**config.mk**
```make
export PLATFORM = sky130hd
export DESIGN_NAME = wb_sram_responder_flat
export DESIGN_NICKNAME = d
export VERILOG_FILES = /design/src/rtl/wb_sram_responder_if.sv /design/src/rtl/wb_sram_responder.sv /design/src/flat_wrapper.sv
export SDC_FILE = /design/constraint.sdc
export NUM_CORES = 1
export LEC_CHECK = 0
export ABC_CLOCK_PERIOD_IN_PS = 5380
export BUFFER_PORTS_ARGS = -buffer_cell sky130_fd_sc_hd__buf_2
export CAP_MARGIN = 20
export CORE_MARGIN = 2
export CORE_UTILIZATION = 52
export CTS_BUF_LIST = sky130_fd_sc_hd__clkbuf_4
export CTS_CLUSTER_DIAMETER = 50
export DETAILED_ROUTE_END_ITERATION = 16
export HOLD_SLACK_MARGIN = 0.08
export PLACE_DENSITY = 0.87
export SYNTH_ARGS = -nofsm -noshare
export SYNTH_HDL_FRONTEND = slang
export SYNTH_SLANG_ARGS = --single-unit
export TNS_END_PERCENT = 100
```
**constraint.sdc**
```tcl
create_clock -name wb_clk_i -period 5.38 [get_ports wb_clk_i]
set_input_delay 0.269 -clock wb_clk_i [delete_from_list [all_inputs] [get_ports wb_clk_i]]
set_output_delay 0.269 -clock wb_clk_i [all_outputs]
set_load 0.05 [all_outputs]
```
**src/rtl/wb_sram_responder_if.sv**
```systemverilog
// Wishbone classic slave bus bundle between the wrapper's wbs_* pins and the SRAM responder.
interface wb_sram_responder_if;
    logic        wbs_cyc_i;
    logic        wbs_stb_i;
    logic        wbs_we_i;
    logic [3:0]  wbs_sel_i;
    logic [31:0] wbs_adr_i;
    logic [31:0] wbs_dat_i;
    logic        wbs_ack_o;
    logic [31:0] wbs_dat_o;

    modport master (
        output wbs_cyc_i, wbs_stb_i, wbs_we_i, wbs_sel_i, wbs_adr_i, wbs_dat_i,
        input  wbs_ack_o, wbs_dat_o
    );

    modport slave (
        input  wbs_cyc_i, wbs_stb_i, wbs_we_i, wbs_sel_i, wbs_adr_i, wbs_dat_i,
        output wbs_ack_o, wbs_dat_o
    );
endinterface

```
**src/rtl/wb_sram_responder.sv**
```systemverilog
// Wishbone classic-cycle slave driving port 0 of the OpenRAM 32x256 macro,
// with acknowledged read/write counters for the logic analyzer.
module wb_sram_responder #(
    parameter logic [31:0] BASE_ADDR = 32'h3000_0000,
    parameter logic [31:0] ADDR_MASK = 32'hFFFF_FC00,
    parameter int unsigned SRAM_AW   = 8
) (
    input  logic               wb_clk_i,
    input  logic               wb_rst_ni,
    wb_sram_responder_if.slave wbs,
    output logic               sram_csb0_o,
    output logic               sram_web0_o,
    output logic [3:0]         sram_wmask0_o,
    output logic [SRAM_AW-1:0] sram_addr0_o,
    output logic [31:0]        sram_din0_o,
    input  logic [31:0]        sram_dout0_i,
    output logic [15:0]        rd_cnt_o,
    output logic [15:0]        wr_cnt_o
);

    typedef enum logic [1:0] {
        IDLE,
        MEM,
        RDWAIT,
        ACK
    } state_t;

    state_t state;
    state_t state_next;

    logic               hit;
    logic               we_q;
    logic               ack_q;
    logic               ack_next;
    logic [31:0]        rdata_q;
    logic               csb_q;
    logic               csb_next;
    logic               web_q;
    logic               web_next;
    logic [3:0]         wmask_q;
    logic [3:0]         wmask_next;
    logic [SRAM_AW-1:0] addr_q;
    logic [31:0]        din_q;
    logic               load;
    logic               capture;
    logic               count_rd;
    logic               count_wr;
    logic [15:0]        rd_count;
    logic [15:0]        wr_count;

    assign hit = wbs.wbs_cyc_i & wbs.wbs_stb_i &
                 ((wbs.wbs_adr_i & ADDR_MASK) == BASE_ADDR);

    always_ff @(posedge wb_clk_i) begin
        if (!wb_rst_ni) begin
            state <= IDLE;
        end else begin
            state <= state_next;
        end
    end

    // Next-state logic also computes the values the registered SRAM controls
    // and ack take on entry to the next state, so every output is a flop.
    always_comb begin
        state_next = state;
        ack_next   = 1'b0;
        csb_next   = 1'b1;
        web_next   = 1'b1;
        wmask_next = 4'h0;
        load       = 1'b0;
        capture    = 1'b0;
        count_rd   = 1'b0;
        count_wr   = 1'b0;
        case (state)
            IDLE: begin
                if (hit) begin
                    state_next = MEM;
                    load       = 1'b1;
                    csb_next   = 1'b0;
                    web_next   = ~wbs.wbs_we_i;
                    wmask_next = wbs.wbs_we_i ? wbs.wbs_sel_i : 4'h0;
                end
            end
            MEM: begin
                if (!wbs.wbs_cyc_i) begin
                    state_next = IDLE;
                end else if (we_q) begin
                    state_next = ACK;
                    ack_next   = 1'b1;
                end else begin
                    state_next = RDWAIT;
                end
            end
            RDWAIT: begin
                if (!wbs.wbs_cyc_i) begin
                    state_next = IDLE;
                end else begin
                    state_next = ACK;
                    ack_next   = 1'b1;
                    capture    = 1'b1;
                end
            end
            ACK: begin
                state_next = IDLE;
                count_rd   = wbs.wbs_cyc_i & ~we_q;
                count_wr   = wbs.wbs_cyc_i & we_q;
            end
            default: begin
                state_next = IDLE;
            end
        endcase
    end

    always_ff @(posedge wb_clk_i) begin
        if (!wb_rst_ni) begin
            ack_q    <= 1'b0;
            rdata_q  <= 32'h0;
            csb_q    <= 1'b1;
            web_q    <= 1'b1;
            wmask_q  <= 4'h0;
            addr_q   <= '0;
            din_q    <= 32'h0;
            we_q     <= 1'b0;
            rd_count <= 16'h0;
            wr_count <= 16'h0;
        end else begin
            ack_q   <= ack_next;
            csb_q   <= csb_next;
            web_q   <= web_next;
            wmask_q <= wmask_next;
            if (load) begin
                addr_q <= wbs.wbs_adr_i[SRAM_AW+1:2];
                din_q  <= wbs.wbs_dat_i;
                we_q   <= wbs.wbs_we_i;
            end
            if (capture) begin
                rdata_q <= sram_dout0_i;
            end
            if (count_rd) begin
                rd_count <= rd_count + 16'd1;
            end
            if (count_wr) begin
                wr_count <= wr_count + 16'd1;
            end
        end
    end

    assign wbs.wbs_ack_o = ack_q;
    assign wbs.wbs_dat_o = rdata_q;
    assign sram_csb0_o   = csb_q;
    assign sram_web0_o   = web_q;
    assign sram_wmask0_o = wmask_q;
    assign sram_addr0_o  = addr_q;
    assign sram_din0_o   = din_q;
    assign rd_cnt_o      = rd_count;
    assign wr_cnt_o      = wr_count;

endmodule
```
**src/flat_wrapper.sv**
```systemverilog
// flat-port wrapper written by rule: the top's interface ports become plain ports
module wb_sram_responder_flat 
#(
    parameter logic [31:0] BASE_ADDR = 32'h3000_0000,
    parameter logic [31:0] ADDR_MASK = 32'hFFFF_FC00,
    parameter int unsigned SRAM_AW   = 8
)
  (wb_clk_i, wb_rst_ni, sram_csb0_o, sram_web0_o, sram_wmask0_o, sram_addr0_o, sram_din0_o, sram_dout0_i, rd_cnt_o, wr_cnt_o, wbs_wbs_cyc_i, wbs_wbs_stb_i, wbs_wbs_we_i, wbs_wbs_sel_i, wbs_wbs_adr_i, wbs_wbs_dat_i, wbs_wbs_ack_o, wbs_wbs_dat_o);
  wb_sram_responder_if wbs_i ();
  input  logic wb_clk_i;
  input  logic wb_rst_ni;
  output logic sram_csb0_o;
  output logic sram_web0_o;
  output logic [3:0] sram_wmask0_o;
  output logic [SRAM_AW-1:0] sram_addr0_o;
  output logic [31:0] sram_din0_o;
  input  logic [31:0] sram_dout0_i;
  output logic [15:0] rd_cnt_o;
  output logic [15:0] wr_cnt_o;
  input wire logic [$bits(wbs_i.wbs_cyc_i)-1:0] wbs_wbs_cyc_i;
  input wire logic [$bits(wbs_i.wbs_stb_i)-1:0] wbs_wbs_stb_i;
  input wire logic [$bits(wbs_i.wbs_we_i)-1:0] wbs_wbs_we_i;
  input wire logic [$bits(wbs_i.wbs_sel_i)-1:0] wbs_wbs_sel_i;
  input wire logic [$bits(wbs_i.wbs_adr_i)-1:0] wbs_wbs_adr_i;
  input wire logic [$bits(wbs_i.wbs_dat_i)-1:0] wbs_wbs_dat_i;
  output wire logic [$bits(wbs_i.wbs_ack_o)-1:0] wbs_wbs_ack_o;
  output wire logic [$bits(wbs_i.wbs_dat_o)-1:0] wbs_wbs_dat_o;
  assign wbs_i.wbs_cyc_i = wbs_wbs_cyc_i;
  assign wbs_i.wbs_stb_i = wbs_wbs_stb_i;
  assign wbs_i.wbs_we_i = wbs_wbs_we_i;
  assign wbs_i.wbs_sel_i = wbs_wbs_sel_i;
  assign wbs_i.wbs_adr_i = wbs_wbs_adr_i;
  assign wbs_i.wbs_dat_i = wbs_wbs_dat_i;
  assign wbs_wbs_ack_o = wbs_i.wbs_ack_o;
  assign wbs_wbs_dat_o = wbs_i.wbs_dat_o;
  wb_sram_responder #(.BASE_ADDR(BASE_ADDR), .ADDR_MASK(ADDR_MASK), .SRAM_AW(SRAM_AW)) u_core (.wb_clk_i(wb_clk_i), .wb_rst_ni(wb_rst_ni), .wbs(wbs_i), .sram_csb0_o(sram_csb0_o), .sram_web0_o(sram_web0_o), .sram_wmask0_o(sram_wmask0_o), .sram_addr0_o(sram_addr0_o), .sram_din0_o(sram_din0_o), .sram_dout0_i(sram_dout0_i), .rd_cnt_o(rd_cnt_o), .wr_cnt_o(wr_cnt_o));
endmodule
```
Yosys cells after proc, flatten, opt, wreduce, memory -nomap -nowiden

Index checks and enable logic that the tools add are counted.

Register bits after elaboration: 114
Memories kept: 0
Bits in writable memories: 0
Word-level logic and storage cells: 43
Input bits: 105
Bits in latches: 0
Memory bits (read-only): 0
Output and inout bits: 111

Muxes and demuxes: 15
Eq/ne operators: 5
Shift operators: 0
Multiply operators: 0
Order comparisons: 0
$add $sub $neg: 2
Bitwise logic cells: 6
Divide/modulo/power cells: 0
Reductions and logical operators: 4

Operators with widths:

| cell                                                  | number |
|---|---|
| adder 16 x 1 -> 16 bit, second input constant         | 2 |
| equality test 22 x 20 -> 1 bit, second input constant | 1 |
| two-way mux 1 bit                                     | 10 |
| one-hot mux 2 bit (4 select lines)                    | 1 |
| two-way mux 2 bit                                     | 3 |
| AND 1 bit                                             | 4 |
| equality test 2 bit, second input constant            | 2 |
| AND reduction 4 bit                                   | 1 |
| AND reduction 3 bit                                   | 1 |
| equality test 2 x 1 -> 1 bit, second input constant   | 1 |
| logical NOT 2 bit                                     | 1 |
| inequality test 2 x 1 -> 1 bit, second input constant | 1 |
| NOT 1 bit                                             | 2 |
| one-hot mux 1 bit (2 select lines)                    | 1 |
| AND reduction 2 bit                                   | 1 |

Longest topological paths before layout

Gate-level depths: netlist of the first run.

Depth in word-level cells: 4
Depth in mapped cells: 7
Mapped depth without buffers: 6

Least setup slack after synthesis of the first run

OpenSTA, ideal clock, no wires.

Kind: reg2reg
Start point: reg u_core.wr_count[0], in the netlist u_core.wr_cnt_o[0]
End point: reg u_core.wr_count[12], in the netlist u_core.wr_cnt_o[12]
Setup time: 0.070 ns
Period minus slack after synthesis: 2.114 ns
Data arrival time: 2.043 ns
Data required time: 5.310 ns
Buffers on the path: 1
Path slack: 3.266 ns
Stages on the path, launching flop included: 7
Path through: dfxtp_1 -> ha_1 -> nand2_1 -> or4_1 -> clkbuf_1 -> or3_1 -> a21oi_1

Cells in the longest elaborated chain, start to end: 1

RTL lines:

| element                  | RTL line                 | source |
|---|---|---|
| start: declaration       | wb_sram_responder.sv:49  | `logic [15:0] wr_count;` |
| start signal: assignment | wb_sram_responder.sv:143 | `wr_count <= wr_count + 16'd1;` |
| adder 16 x 1 -> 16 bit   | wb_sram_responder.sv:143 |  |

Every way passes these cells.
A chain may end at the register's enable or synchronous reset.

Worst setup path after layout of the first run

Start point: reg u_core.state[0]
End point: reg u_core.din_q[22], in the netlist u_core.sram_din0_o[22]

Cells in the longest elaborated chain, start to end: 2

RTL lines:

| element                  | RTL line                 | source |
|---|---|---|
| start: declaration       | wb_sram_responder.sv:28  | `state_t state;` |
| start signal: assignment | wb_sram_responder.sv:58  | `state <= state_next;` |
| logical NOT 2 bit        | wb_sram_responder.sv:74  | `case (state)` |
| two-way mux 1 bit        | wb_sram_responder.sv:74  |  |
| end signal: assignment   | wb_sram_responder.sv:133 | `din_q <= wbs.wbs_dat_i;` |
| end: declaration         | wb_sram_responder.sv:43  | `logic [31:0] din_q;` |

Every way passes these cells.

==> results of run 1 <==
==> layout by cell type, fill, tap and decap left out, types with 3 or more instances in the layout <==
cell type      Yosys  layout
o21ai_0           10      10
xor2_1             4       4
nor2_1            21      21
nor3_1             6       6
o31ai_1           42      42
dlygate4sd3_1      0      79
mux2i_1            3       3
clkinv_2           0       5
clkinv_1           2       4
and2_1             6       6
nor4_1            11      11
buf_4              1       6
or4_1              3       3
xnor2_1           13      13
nand2b_1           3       3
buf_2              1     213
a21oi_1           86      86
ha_1               7       6
and4_1             3       3
nand3_1           12      12
dfxtp_1          114     114
clkbuf_4           0      18
nand2_1           84      84
or3_1              9       9
inv_1              6       6
nand4_1           51      51
==> worst min-delay path by stage <==
stage	end	slack, ps	cells past startpoint
after floorplan	u_core.sram_wmask0_o[0]	390	1
after global placement	u_core.wbs.wbs_dat_o[25]	440	2
after detailed placement	u_core.wbs.wbs_dat_o[30]	440	2
after CTS	u_core.state[1]	280	4
after global routing	u_core.state[1]	300	4
final	u_core.state[1]	310	4
==> layer usage <==
metal / part of all wire, % / up-vias / track usage, %
met5: 0 / - / 0
met4: 2.2 / 0 / 13.49
met3: 8.4 / 36 / 7.871
met2: 51 / 297 / 54.47
met1: 38 / 2535 / 35.10
li1: - / 2572 / -
==> final cells by class <==
class / count / area (um2)
diodes: 2 / 5.005
clock buffers: 18 / 135.1
clock inverters: 13 / 120.1
fillers: 573 / 1902
inverters: 8 / 30.03
multi-input cells: 389 / 2225
flip-flops and latches: 114 / 2282
well taps: 108 / 135.1
repair buffers: 299 / 1929
==> report_power, final <==
group | internal, mW | switching (mW)
Clock | 0.270 | 0.311
Sequential | 0.854 | 0.00761
Combinational | 0.101 | 0.181
==> registers in the layout (all words and copies together), names as in the netlist <==
signal                flops
u_core.sram_din0_o       32
u_core.wbs.wbs_dat_o     32
u_core.rd_cnt_o          16
u_core.wr_cnt_o          16
u_core.sram_addr0_o       8
u_core.sram_wmask0_o      4
u_core.state              2
u_core.sram_csb0_o        1
u_core.sram_web0_o        1
u_core.wbs.wbs_ack_o      1
u_core.we_q               1
==> cell usage after synthesis (7+ instances only) <==
cell type    n  area (um2)
nor4_1      11       68.82
nor2_1      21       78.83
nand3_1     12       60.06
o31ai_1     42       315.3
xnor2_1     13       113.9
or3_1        9       56.30
o21ai_0     10       50.05
dfxtp_1    114        2282
a21oi_1     86       430.4
clkbuf_1    47       176.4
ha_1         7       87.58
nand4_1     51       319.1
nand2_1     84       315.3
==> stage by stage <==
| step | util [%] | instances | power [mW] | worst slack [ps] |
|---|---|---|---|---|
| 6_report | 78.30 | 951 | 1.725 | 2242 |
| 5_1_grt | 78.24 | 949 | 1.803 | 1975 |
| 4_1_cts | 77.93 | 948 | 1.728 | 2318 |
| 3_5_place_dp | 65.99 | 838 | 1.108 | 2326 |
| 3_3_place_gp | 65.99 | 838 | 1.101 | 2455 |
| 2_1_floorplan | - | 562 | 1.032 | 3266 |
==> worst register-to-register path, cell delays in order (launching register included) <==
cell and delay (ps):
dfxtp_1 350, inv_1 110, ha_2 800, clkinv_1 820, buf_4 450, o31ai_1 340
a21oi_1 130
==> cell families (layout without fill, tap and decap cells) <==
logic type	after synthesis	in the layout	synth area share, %
AOI/OAI and AO/OA	143	143	17.67
xor gates and xnor gates	17	17	3.147
adders and majority gates	7	7	1.851
buffers and inverters	59	338	4.787
DFF	114	114	48.24
muxes	3	3	0.6348
other	0	2	0
and+or+nand+nor	219	219	23.67
==> flow_metrics.tcl, run 1 <==
set metrics [dict create \
    r2r-start "u_core.state[0]" \
    placed_cell_area_um2 5783 \
    post-cts-setup-buffer-count 0 \
    drive_gt1_share_pct 29.96 \
    max_stage_delay_ps 810 \
    hold_ws_ps 312.6 \
    wirelength_um 15760 \
    h-tree-depth 4 \
    nNetsFinal 941 \
    ys_seq_area_share_pct 48.24 \
    slew_headroom_pct 28.37 \
    cts_buffer_depth 2 \
    synth_cell_types 37 \
    cp_top_family "buffers and inverters" \
    reg2reg_depth 6 \
    hold_path_class "input pin to register" \
    fp.dieH_um 99.38 \
    die_w_um 99.38 \
    synthToLayoutAreaGrowth_pct 45.04 \
    grtUsageTotal_pct 30.82 \
    dp_hpwl_um 9065 \
    rows 34 \
    gp_congestion 0.8513 \
    wl_per_cell_um 16.57 \
    cp-start-kind "register" \
    worstPathMaxFanout 47 \
    drc_errors 0 \
    cp-endpoint "u_core.sram_din0_o[22]" \
    worst_skew_pair.late_latency_ps 480 \
    hold_buffers 79 \
    setup.worst_path.end_class "register" \
    worst_pin_slew_ps 1072 \
    cellPowerDensity_nw_per_um2 251.4 \
    max_cap_viol_count 0 \
    viasPerCell 5.720 \
    r2r_slack_ps 2240 \
    grt_pass1_vias 5301 \
    synth_enable_flop_cells 0 \
    hold_viol 0 \
    syn-num-nets 674 \
    post-route-min-period_ps 3138 \
    hold_start "wbs_wbs_adr_i[21]" \
    peakVddDrop_mv 0.1611 \
    cts.clk_slew.worst_paths_ps 100 \
    r2r_end "u_core.sram_din0_o[22]" \
    drt-initial-drc-count 256 \
    core_um2 8763 \
    setup.worst_path.start "u_core.state[0]" \
    grt_pass1_wl_um 24810 \
    path_class "register to register" \
    initial_core_util_pct 53.98 \
    cp.required_ps 5700 \
    antenna_found_initial 0 \
    cts_root_buf "clkbuf_4" \
    cp.arrival_ps 3460 \
    grt.overflow.total 0 \
    cts_inserted_buffers 17 \
    ys_ff_latch 114 \
    crit_cells 6 \
    p_leak_nw 2.868 \
    drt_first_pass_iters 4 \
    cp.buffers_inverters 3 \
    cts_resized 0 \
    yosysWarnings 0 \
    netlist_instances 562 \
    slew_violations 0 \
    skew_ps 15.16 \
    final_area_um2 6862 \
    cts.sinks 114 \
    io_pins 216 \
    crit_chain "inv_1 -> ha_2 -> clkinv_1 -> buf_4 -> o31ai_1 -> a21oi_1" \
    grt_max_degree 61 \
    finalCritPeriodShare_pct 58.32 \
    ant_nets 0 \
    synth_flop_cell "dfxtp_1" \
    die-area_um2 9876 \
    setup_viol 0 \
    tritoncts "done" \
    port_buffers 213 \
    status "completed" \
    fin_tns_setup_ps 0 \
    async_flop_share_pct 0 \
    slowest_stage "clkinv_1" \
    dr_total_vias 5440 \
    syn_area_um2 4731 \
    postSynthAreaPerCell_um2 8.418 \
    fmaxAchievable_mhz 318.7 \
    rsz0062_at_grt "false" \
]
Note: power is estimated with default switching activity, not from simulation.
==> run 2: changes to the inputs <==
--- a/config.mk
+++ b/config.mk
@@ -5,16 +5,16 @@
 export SDC_FILE = /design/constraint.sdc
 export NUM_CORES = 1
 export LEC_CHECK = 0
-export ABC_CLOCK_PERIOD_IN_PS = 5380
+export ABC_CLOCK_PERIOD_IN_PS = 2500
 export BUFFER_PORTS_ARGS = -buffer_cell sky130_fd_sc_hd__buf_2
 export CAP_MARGIN = 20
 export CORE_MARGIN = 2
-export CORE_UTILIZATION = 52
+export CORE_UTILIZATION = 44
 export CTS_BUF_LIST = sky130_fd_sc_hd__clkbuf_4
 export CTS_CLUSTER_DIAMETER = 50
 export DETAILED_ROUTE_END_ITERATION = 16
 export HOLD_SLACK_MARGIN = 0.08
-export PLACE_DENSITY = 0.87
+export PLACE_DENSITY = 0.79
 export SYNTH_ARGS = -nofsm -noshare
 export SYNTH_HDL_FRONTEND = slang
 export SYNTH_SLANG_ARGS = --single-unit
==> constraint.sdc (replaced) <==
create_clock -name wb_clk_i -period 2.5 [get_ports wb_clk_i]
set_input_delay 0.125 -clock wb_clk_i [delete_from_list [all_inputs] [get_ports wb_clk_i]]
set_output_delay 0.125 -clock wb_clk_i [all_outputs]
set_load 0.05 [all_outputs]
==> run 2 against run 1 <==
Compared with the run above: clock skew up 8.8 ps; first-iteration DRC count up 29%; setup slack worse by 2100 ps; clock-buffer cell count up 1; non-clock buffer count up 10; via count up 0.85%; die area up 17%; critical path depth up 2.
==> flow_metrics.tcl, run 2 (synthesized netlist as in run 1, its figures left out) <==
set metrics [dict create \
    grtUsageTotal_pct 26.88 \
    hold_viol 0 \
    gp_congestion 0.8234 \
    synthToLayoutAreaGrowth_pct 49.06 \
    fin_tns_setup_ps 0 \
    rows 37 \
    rsz0062_at_grt "false" \
    cp_common_cell "dlygate4sd3_1" \
    skew_ps 23.95 \
    grt_max_degree 54 \
    p_leak_nw 2.955 \
    worst_skew_pair.late_latency_ps 520 \
    whs_path_depth 4 \
    hold_path_class "input pin to register" \
    power_mw 4.090 \
    layout_commonest_cell "buf_2" \
    worstPathMaxFanout 44 \
    final_core_util_pct 68.00 \
    setup_viol 0 \
    slew_violations 0 \
    dr_total_vias 5486 \
    cellPowerDensity_nw_per_um2 579.9 \
    core_um2 10370 \
    peakVddDrop_mv 0.3788 \
    num_antenna_cells 0 \
    drt_first_pass_iters 7 \
    max_cap_viol_count 0 \
    cp.required_ps 2960 \
    tritoncts "done" \
    final_area_um2 7052 \
    finalCritPeriodShare_pct 94.66 \
    cts_root_buf "clkbuf_4" \
    fp.dieH_um 107.7 \
    nNetsFinal 951 \
    post-route-min-period_ps 2366 \
    h-tree-depth 4 \
    io_pins 216 \
    slew_headroom_pct 54.80 \
    die_w_um 107.7 \
    crit_chain "dlygate4sd3_1 -> buf_2 -> and4bb_2 -> nand4_1 -> buf_4 -> nor4_2 -> and2_1 -> dlygate4sd3_1" \
    cp-start-kind "input pin" \
    status "completed" \
    placed_cell_area_um2 5881 \
    dp_hpwl_um 9699 \
    worst_pin_slew_ps 668.9 \
    grt_pass1_vias 5383 \
    port_buffers 213 \
    drt-initial-drc-count 330 \
    cp.arrival_ps 2830 \
    fmaxAchievable_mhz 422.6 \
    drive_gt1_share_pct 30.47 \
    fillers 812 \
    grt.overflow.total 0 \
    grt_pass1_wl_um 24860 \
    wirelength_um 15840 \
    wl_per_cell_um 16.07 \
    seq_area_um2 2282 \
    post-cts-setup-buffer-count 0 \
    cts_buffer_depth 2 \
    cts.clk_slew.worst_paths_ps 110 \
    setup.worst_path.end_class "register" \
    reg2reg_depth 7 \
    slowest_stage "dlygate4sd3_1" \
    multi_input_area_um2 2228 \
    viasPerCell 5.564 \
    path_class "input pin to register" \
    die-area_um2 11600 \
    cts_inserted_buffers 17 \
    ant_nets 0 \
    antenna_found_initial 0 \
    max_stage_delay_ps 550 \
    most-common-layout-cells "213 x buf_2, 114 x dfxtp_1, 86 x a21oi_1" \
    initial_core_util_pct 45.62 \
    drc_errors 0 \
    cts.sinks 114 \
]
-- run 2: area by class of cell --
class	count	share of cell area [%]
Clock inverter	11	2.661
Inverter	8	0.4258
Multi-Input combinational cell	389	31.60
Tap cell	136	2.413
Clock buffer	19	2.023
Timing Repair Buffer	309	28.51
Sequential cell	114	32.36
-- run 2: path summary, 6_finish.rpt --
path	start	end	slack, ps
min	wbs_wbs_adr_i[26]	u_core.state[1]	150
min reg2reg	u_core.wbs.wbs_dat_o[24]	u_core.wbs.wbs_dat_o[24]	460
max	wbs_wbs_cyc_i	u_core.sram_wmask0_o[2]	130
max reg2reg	u_core.state[0]	u_core.sram_wmask0_o[2]	210
-- run 2: repair_timing --
item,CTS,global route
hold buffers,83,0
resized for setup,0,2
endpoints found under the setup margin,0,4
endpoints found under the hold margin,84,0
-- run 2: metal layers --
| layer | track usage, % | wire length [um] | vias up |
|---|---|---|---|
| met3 | 6.901 | 1213 | 54 |
| met1 | 29.67 | 6028 | 2556 |
| met5 | 0 | 0 | - |
| met2 | 47.26 | 8067 | 284 |
| met4 | 13.92 | 534 | 0 |
| li1 | - | - | 2592 |
-- run 2: power by group --
group,switching [mW],internal (mW),total (mW)
sequential,0.0165,1.84,1.85
clock,0.692,0.901,1.59
combinational,0.403,0.240,0.643
-- run 2: metrics by stage --
step           worst slack, ps  std cells  hold slack [ps]
6_report                 133.5        986            146.2
5_1_grt                  42.23        986            141.0
4_1_cts                  15.35        986            107.9
3_5_place_dp             418.4        873            332.9
3_3_place_gp             473.6        873            325.5
2_1_floorplan            386.3        562            246.7
-- run 2: critical path: cells and delay by family --
kind	cells	cell delay, ps
buffers and inverters	4	1630
AND/OR/NAND/NOR	4	1060
